<file path="src/rtl/coprocessor_stream.sv">
// Frame coprocessor: accepts one N_BYTES frame, transforms it one byte per cycle
// (pass / reverse / xor-key / checksum) and holds the result until the TX side takes it.
//
// state | meaning
// IDLE  | waiting for a frame, din_ready=1
// PROC  | one byte per cycle, idx 0..N_BYTES-1
// DONE  | result held on dout with dout_valid=1 until dout_ready
module coprocessor_stream #(
  parameter int          N_BYTES = 18,
  parameter logic [7:0]  XOR_KEY = 8'h5A,
  parameter int          CNT_W   = 16
) (
  input  logic                   clk,
  input  logic                   rst,
  input  logic [8*N_BYTES-1:0]   din,
  input  logic                   din_valid,
  output logic                   din_ready,
  input  logic [1:0]             mode,
  output logic [8*N_BYTES-1:0]   dout,
  output logic                   dout_valid,
  input  logic                   dout_ready,
  output logic                   busy,
  output logic [CNT_W-1:0]       frame_cnt
);

  localparam int IDX_W = $clog2(N_BYTES);
  localparam logic [IDX_W-1:0] IDX_LAST = IDX_W'(N_BYTES - 1);

  localparam logic [1:0] MODE_PASS = 2'd0;
  localparam logic [1:0] MODE_REV  = 2'd1;
  localparam logic [1:0] MODE_XOR  = 2'd2;
  localparam logic [1:0] MODE_SUM  = 2'd3;

  typedef enum logic [1:0] {IDLE, PROC, DONE} state_t;

  state_t           state, state_nxt;
  logic [IDX_W-1:0] idx, rev_idx;
  logic [1:0]       mode_r;
  logic [7:0]       in_buf  [N_BYTES];
  logic [7:0]       res_buf [N_BYTES];
  logic [7:0]       sum, xacc;
  logic [7:0]       cur_byte, res_byte, sum_nxt, xacc_nxt;
  logic             accept, last, xfer;

  assign din_ready  = (state == IDLE);
  assign busy       = (state != IDLE);
  assign dout_valid = (state == DONE);
  assign accept     = din_ready && din_valid;
  assign last       = (state == PROC) && (idx == IDX_LAST);
  assign xfer       = dout_valid && dout_ready;

  always_ff @(posedge clk or negedge rst) begin
    if (!rst) state <= IDLE;
    else      state <= state_nxt;
  end

  always_comb begin
    state_nxt = state;
    case (state)
      IDLE:    if (din_valid)  state_nxt = PROC;
      PROC:    if (last)       state_nxt = DONE;
      DONE:    if (dout_ready) state_nxt = IDLE;
      default: state_nxt = IDLE;
    endcase
  end

  always_comb begin
    rev_idx  = IDX_LAST - idx;
    cur_byte = in_buf[idx];
    sum_nxt  = sum + cur_byte;
    xacc_nxt = xacc ^ cur_byte;
    res_byte = 8'h00;
    case (mode_r)
      MODE_PASS: res_byte = cur_byte;
      MODE_REV:  res_byte = in_buf[rev_idx];
      MODE_XOR:  res_byte = cur_byte ^ XOR_KEY;
      default:   res_byte = 8'h00;
    endcase
  end

  always_ff @(posedge clk or negedge rst) begin
    if (!rst) begin
      idx       <= '0;
      mode_r    <= MODE_PASS;
      sum       <= 8'h00;
      xacc      <= 8'h00;
      dout      <= '0;
      frame_cnt <= '0;
      for (int i = 0; i < N_BYTES; i++) begin
        in_buf[i]  <= 8'h00;
        res_buf[i] <= 8'h00;
      end
    end else begin
      if (accept) begin
        for (int i = 0; i < N_BYTES; i++) in_buf[i] <= din[8*i +: 8];
        mode_r <= mode;
        idx    <= '0;
        sum    <= 8'h00;
        xacc   <= 8'h00;
      end
      if (state == PROC) begin
        res_buf[idx] <= res_byte;
        sum          <= sum_nxt;
        xacc         <= xacc_nxt;
        if (last) begin
          // the final byte is still combinational, so take it directly
          for (int i = 0; i < N_BYTES; i++) begin
            if (mode_r == MODE_SUM)
              dout[8*i +: 8] <= (i == 0) ? sum_nxt : (i == 1) ? xacc_nxt : 8'h00;
            else
              dout[8*i +: 8] <= (i == N_BYTES - 1) ? res_byte : res_buf[i];
          end
        end else begin
          idx <= idx + 1'b1;
        end
      end
      if (xfer) frame_cnt <= frame_cnt + 1'b1;
    end
  end

endmodule

</file>
<file path="config.mk">
export PLATFORM = sky130hd
export DESIGN_NAME = coprocessor_stream
export DESIGN_NICKNAME = d
export VERILOG_FILES = /design/src/rtl/coprocessor_stream.sv
export SDC_FILE = /design/constraint.sdc
export NUM_CORES = 1
export LEC_CHECK = 0
export ABC_AREA = 1
export BUFFER_PORTS_ARGS = -buffer_cell sky130_fd_sc_hd__buf_2
export CAP_MARGIN = 20
export CORE_MARGIN = 8
export CORE_UTILIZATION = 30
export CTS_BUF_LIST = sky130_fd_sc_hd__clkbuf_16
export CTS_CLUSTER_DIAMETER = 50
export DETAILED_ROUTE_END_ITERATION = 16
export PLACE_DENSITY_LB_ADDON = 0.12
export SLEW_MARGIN = 20
export SYNTH_ARGS = -nofsm -noshare
export SYNTH_HDL_FRONTEND = slang
export SYNTH_SLANG_ARGS = --single-unit
</file>
<file path="constraint.sdc">
create_clock -name clk -period 7.1 [get_ports clk]
set_input_delay 0.71 -clock clk [delete_from_list [all_inputs] [get_ports clk]]
set_output_delay 0.71 -clock clk [all_outputs]
set_load 0.01 [all_outputs]
</file>
==> results.txt <==
----------------------------------------------------
[Logic synthesis]
  Share of the yosys chip area belonging to registers ... ~55%
  Total standard cell area after synthesis ... around 0.021 sq mm
  Number of warnings reported in the yosys synthesis log ... 0
  Post-synth EDFFs ... 0
  Leading cell types by count after synthesis ... nand2_1 (863), dfrtp_1 (465), inv_1 (176)
  Library cell with the largest summed area after synthesis ... dfrtp_1
  Number of cells produced by synthesis ... 2440
  Fraction of post-synthesis cell area in the top cell type by area ... between 50 and 60%
  Dominant cells by area after synthesis ... dfrtp_1 (55%), nand2_1 (15%), a22o_1 (5.4%)
  Predominant post-synthesis flop cell ... dfrtp_1
  Number of flip-flops and latches in the synthesized netlist ... 465
  Mapped Nets ... 2605
  Most frequent cell after synthesis ... nand2_1
  Unique masters post-synth ... 38
  Async SR Flop Fraction ... 100%
  Mean post-synth cell area ... 8.70 sq um

[Place]
  Placer Congestion ... a little over 0.8
  Number of buffers inserted by port buffering ... 312
  # placed instances ... 3586
  Half-perimeter wire length after placement ... just under 50000 um

[Clock tree]
  Maximum number of buffers from clock root to sink ... 3
  H-tree depth ... 3
  Post-CTS Setup Inserts ... 0
  Count of hold-fix buffers inserted at cts ... 0
  CTS sink cnt ... 465
  CTS root buf ... clkbuf_16
  Clk pin slew, worst setup/hold paths ... 0.06 ns
  Number of buffers created by CTS ... 70
  CTS tree ... done
  Insertion delay of the later-clocked pin in the worst-skew pair ... roughly 0.60 ns
  Cells resized by post-CTS repair ... 0

[Timing]
  Post-layout min period ... 4.19 ns
  Worst slew margin relative to its limit ... 31.5%
  Count of final setup violators ... 0
  Highest attainable clock frequency ... 239 MHz
  Setup TNS ... 0 ns
  Setup repair after global routing missed its margin ... false
  Final worst-path cycle share ... 59.0%
  Worst-case clock skew ... ~0.021 ns
  Worst hold margin ... 0.130 ns
  Slew Viols, Final ... 0
  Fin. Hold Viols ... 0
  Transition time at the pin with the least slew margin ... 1.03 ns

[Critical path]
  Max incr delay on CP ... roughly 0.95 ns
  Max Fanout on Critical Path ... 84
  Standard cell with the maximum stage delay on the critical path ... dfrtp_4
  Signal arrival time at the worst endpoint ... 4.67 ns
  CP delay by family, top ... buffers and inverters
  Endpoint type of the worst setup path ... flip-flop
  CP Data Required Time ... ~7.6 ns
  Category of the most critical setup path ... flip-flop to flip-flop
  Chain of cells forming the critical path ... buf_4, buf_4, nand2_1, nand3_1, nand2_1, nand2_1, inv_1, nor2_1, nand2_1, fa_1, nand3_1, nand2_1, a21oi_1, nor2_1, nor2_1, xor2_1, o21ai_0
  Crit path buf inv count ... 3
  Startpoint types ... flip-flop
  Critical Path Most Common Cell ... nand2_1

[Global route]
  Vias in the first global route ... 17500
  Global-route wire length before repair ... 108000 um
  Antenna violations before repair ... 1
  Gr ovfl total ... 0
  GRT Util Overall ... 17.6%
  Maximum number of pins on one net before global-route repair ... ~170

[Routing]
  Initial detailed-routing violation count ... between 1000 and 1500
  Total Routed Length ... 71000 um
  Total number of vias ... 17400
  Post-route DRC violation count ... 0
  Vias/cell ... 4.69
  Number of nets with antenna violations after detailed routing ... 0
  Wirelength per Cell ... 19.1 um
  Detailed-routing iteration count for the pre-antenna-repair pass ... 5

[Min path]
  Hold WC Path Type ... input pin to async pin

[Die]
  Die ar. ... 0.0796 sq mm
  Starting Density ... 30.3%
  Height of the chip ... 282 um
  CORE AREA ... approximately 0.070 sq mm
  Die width ... 282 um
  Standard-cell row count ... 97
  Number of top-level design ports ... roughly 310

[Power and ir drop]
  Cell Int Power ... 0.00746 W
  Switching component of the power ... 0.00593 W
  Clock network power share ... approximately 25%
  Total leakage power ... between 10 and 15 nW
  Maximum resistive drop on vdd ... 0.000252 V
  Combinational share of power ... 42.4%
  Share of power burned in registers ... 32.9%
  Proportion of total power due to net switching ... 44.3%
  Power per cell area ... 521 mW/mm^2

[Cells and area]
  Final layout net count ... 2884
  Final std cells w/o fill ... 3711
  Layout Area Growth over Synthesis ... 21.0%
  Antenna diode count ... 0
  Fraction of final layout cells with drive strength greater than 1 ... 18.8%

[Run status]
  Result of the run ... complete, no violations

[Run]
  Max capacitance violation total ... 0

----------------------------------------------------
-- registers in the layout, summed over array words and instances, names as in the netlist --
register and count:
mode_r 2, sum 8, in_buf 144, res_buf 136, dout 144, frame_cnt 16
state 2, xacc 8, idx 5
-- kinds of logic after synthesis --
logic type | share of synthesized area, %
adder cells (fa/ha/maj) | 0.919
AND/OR/NAND/NOR | 23.0
flip-flops | 54.8
multiplexers | 0.954
XOR/XNOR | 1.23
buffers and inverters | 6.88
AO/OA/AOI/OAI | 12.2
-- cells in the final DEF (no fill, tap or decap), types with 2 or more instances in the layout --
master | synthesis | final
a21oi_1 | 150 | 150
a22o_1 | 130 | 130
buf_2 | 44 | 311
buf_4 | 12 | 15
bufinv_16 | 0 | 3
clkbuf_16 | 0 | 71
clkinv_1 | 2 | 11
clkinv_2 | 0 | 8
clkinv_4 | 0 | 7
clkinv_8 | 0 | 4
clkinvlp_4 | 0 | 4
dfrtp_1 | 465 | 463
ha_1 | 14 | 14
inv_1 | 176 | 183
inv_2 | 19 | 19
inv_6 | 0 | 9
mux2_2 | 18 | 18
nand2_1 | 863 | 861
nand2_2 | 3 | 3
nand2_4 | 8 | 10
nand3_1 | 149 | 149
nand4_1 | 3 | 3
nor2_1 | 159 | 159
nor2_2 | 16 | 15
nor2_4 | 3 | 4
nor3_1 | 2 | 2
o211ai_1 | 34 | 34
o211ai_2 | 7 | 7
o21ai_0 | 41 | 41
o21ai_1 | 7 | 7
o21bai_1 | 9 | 9
o22ai_1 | 3 | 3
o31ai_1 | 2 | 2
xnor2_1 | 16 | 16
xor2_1 | 12 | 12
-- metal layers --
layer  GRT usage [%]  part of all wire, %  up-vias
met4            5.71                  2.7        0
li1                -                    -     8484
met1            23.1                   44     8412
met5               0                    0        -
met3            3.11                  4.9       94
met2            29.3                   48      426
-- final cells by class --
cell class / count / area (sq um)
clock buffer: 71 / 1780
clock inverter: 53 / 457
fill: 7235 / 44300
inverter: 198 / 746
multi-input combinational: 1655 / 8160
sequential: 465 / 11600
tap: 940 / 1180
timing repair buffer: 329 / 1730
-- metrics by stage --
stage / total power (W) / setup slack [ns] / utilization (%) / cell area, sq um
after floorplan: 0.00815 / 4.42 / - / 21200
after global placement: 0.0102 / 2.93 / 33.5 / 23400
after detailed placement: 0.0103 / 2.88 / 33.5 / 23400
after CTS: 0.0137 / 2.88 / 36.6 / 25700
after global routing: 0.0145 / 2.45 / 36.7 / 25700
final: 0.0134 / 2.91 / 36.7 / 25700
-- worst paths after layout --
| kind | from | endpoint | slack (ns) | depth (start not counted) |
|---|---|---|---|---|
| setup / recovery | idx[0] | sum[6] | 2.91 | 17 |
| hold / removal | rst | res_buf[93] | 0.13 | 1 |
| setup reg to reg | idx[0] | sum[6] | 2.91 | 17 |
| hold reg to reg | frame_cnt[15] | frame_cnt[15] | 0.46 | 1 |
| max in group asynchronous | rst | in_buf[90] | 5.09 | 3 |
| min in group clk | dout_ready | state[1] | 0.31 | 2 |
-- power by group through the flow --
| stage | Combinational, W | Clock, W | Sequential (W) |
|---|---|---|---|
| after global routing | 0.00638 | 0.00352 | 0.00455 |
| after floorplan | 0.00385 | 0 | 0.00431 |
| after global placement | 0.00575 | 0 | 0.00445 |
| after detailed placement | 0.00580 | 0 | 0.00446 |
| final | 0.00568 | 0.00330 | 0.00441 |
| after CTS | 0.00582 | 0.00341 | 0.00443 |
No activity file was read; power rests on OpenSTA's default activity.
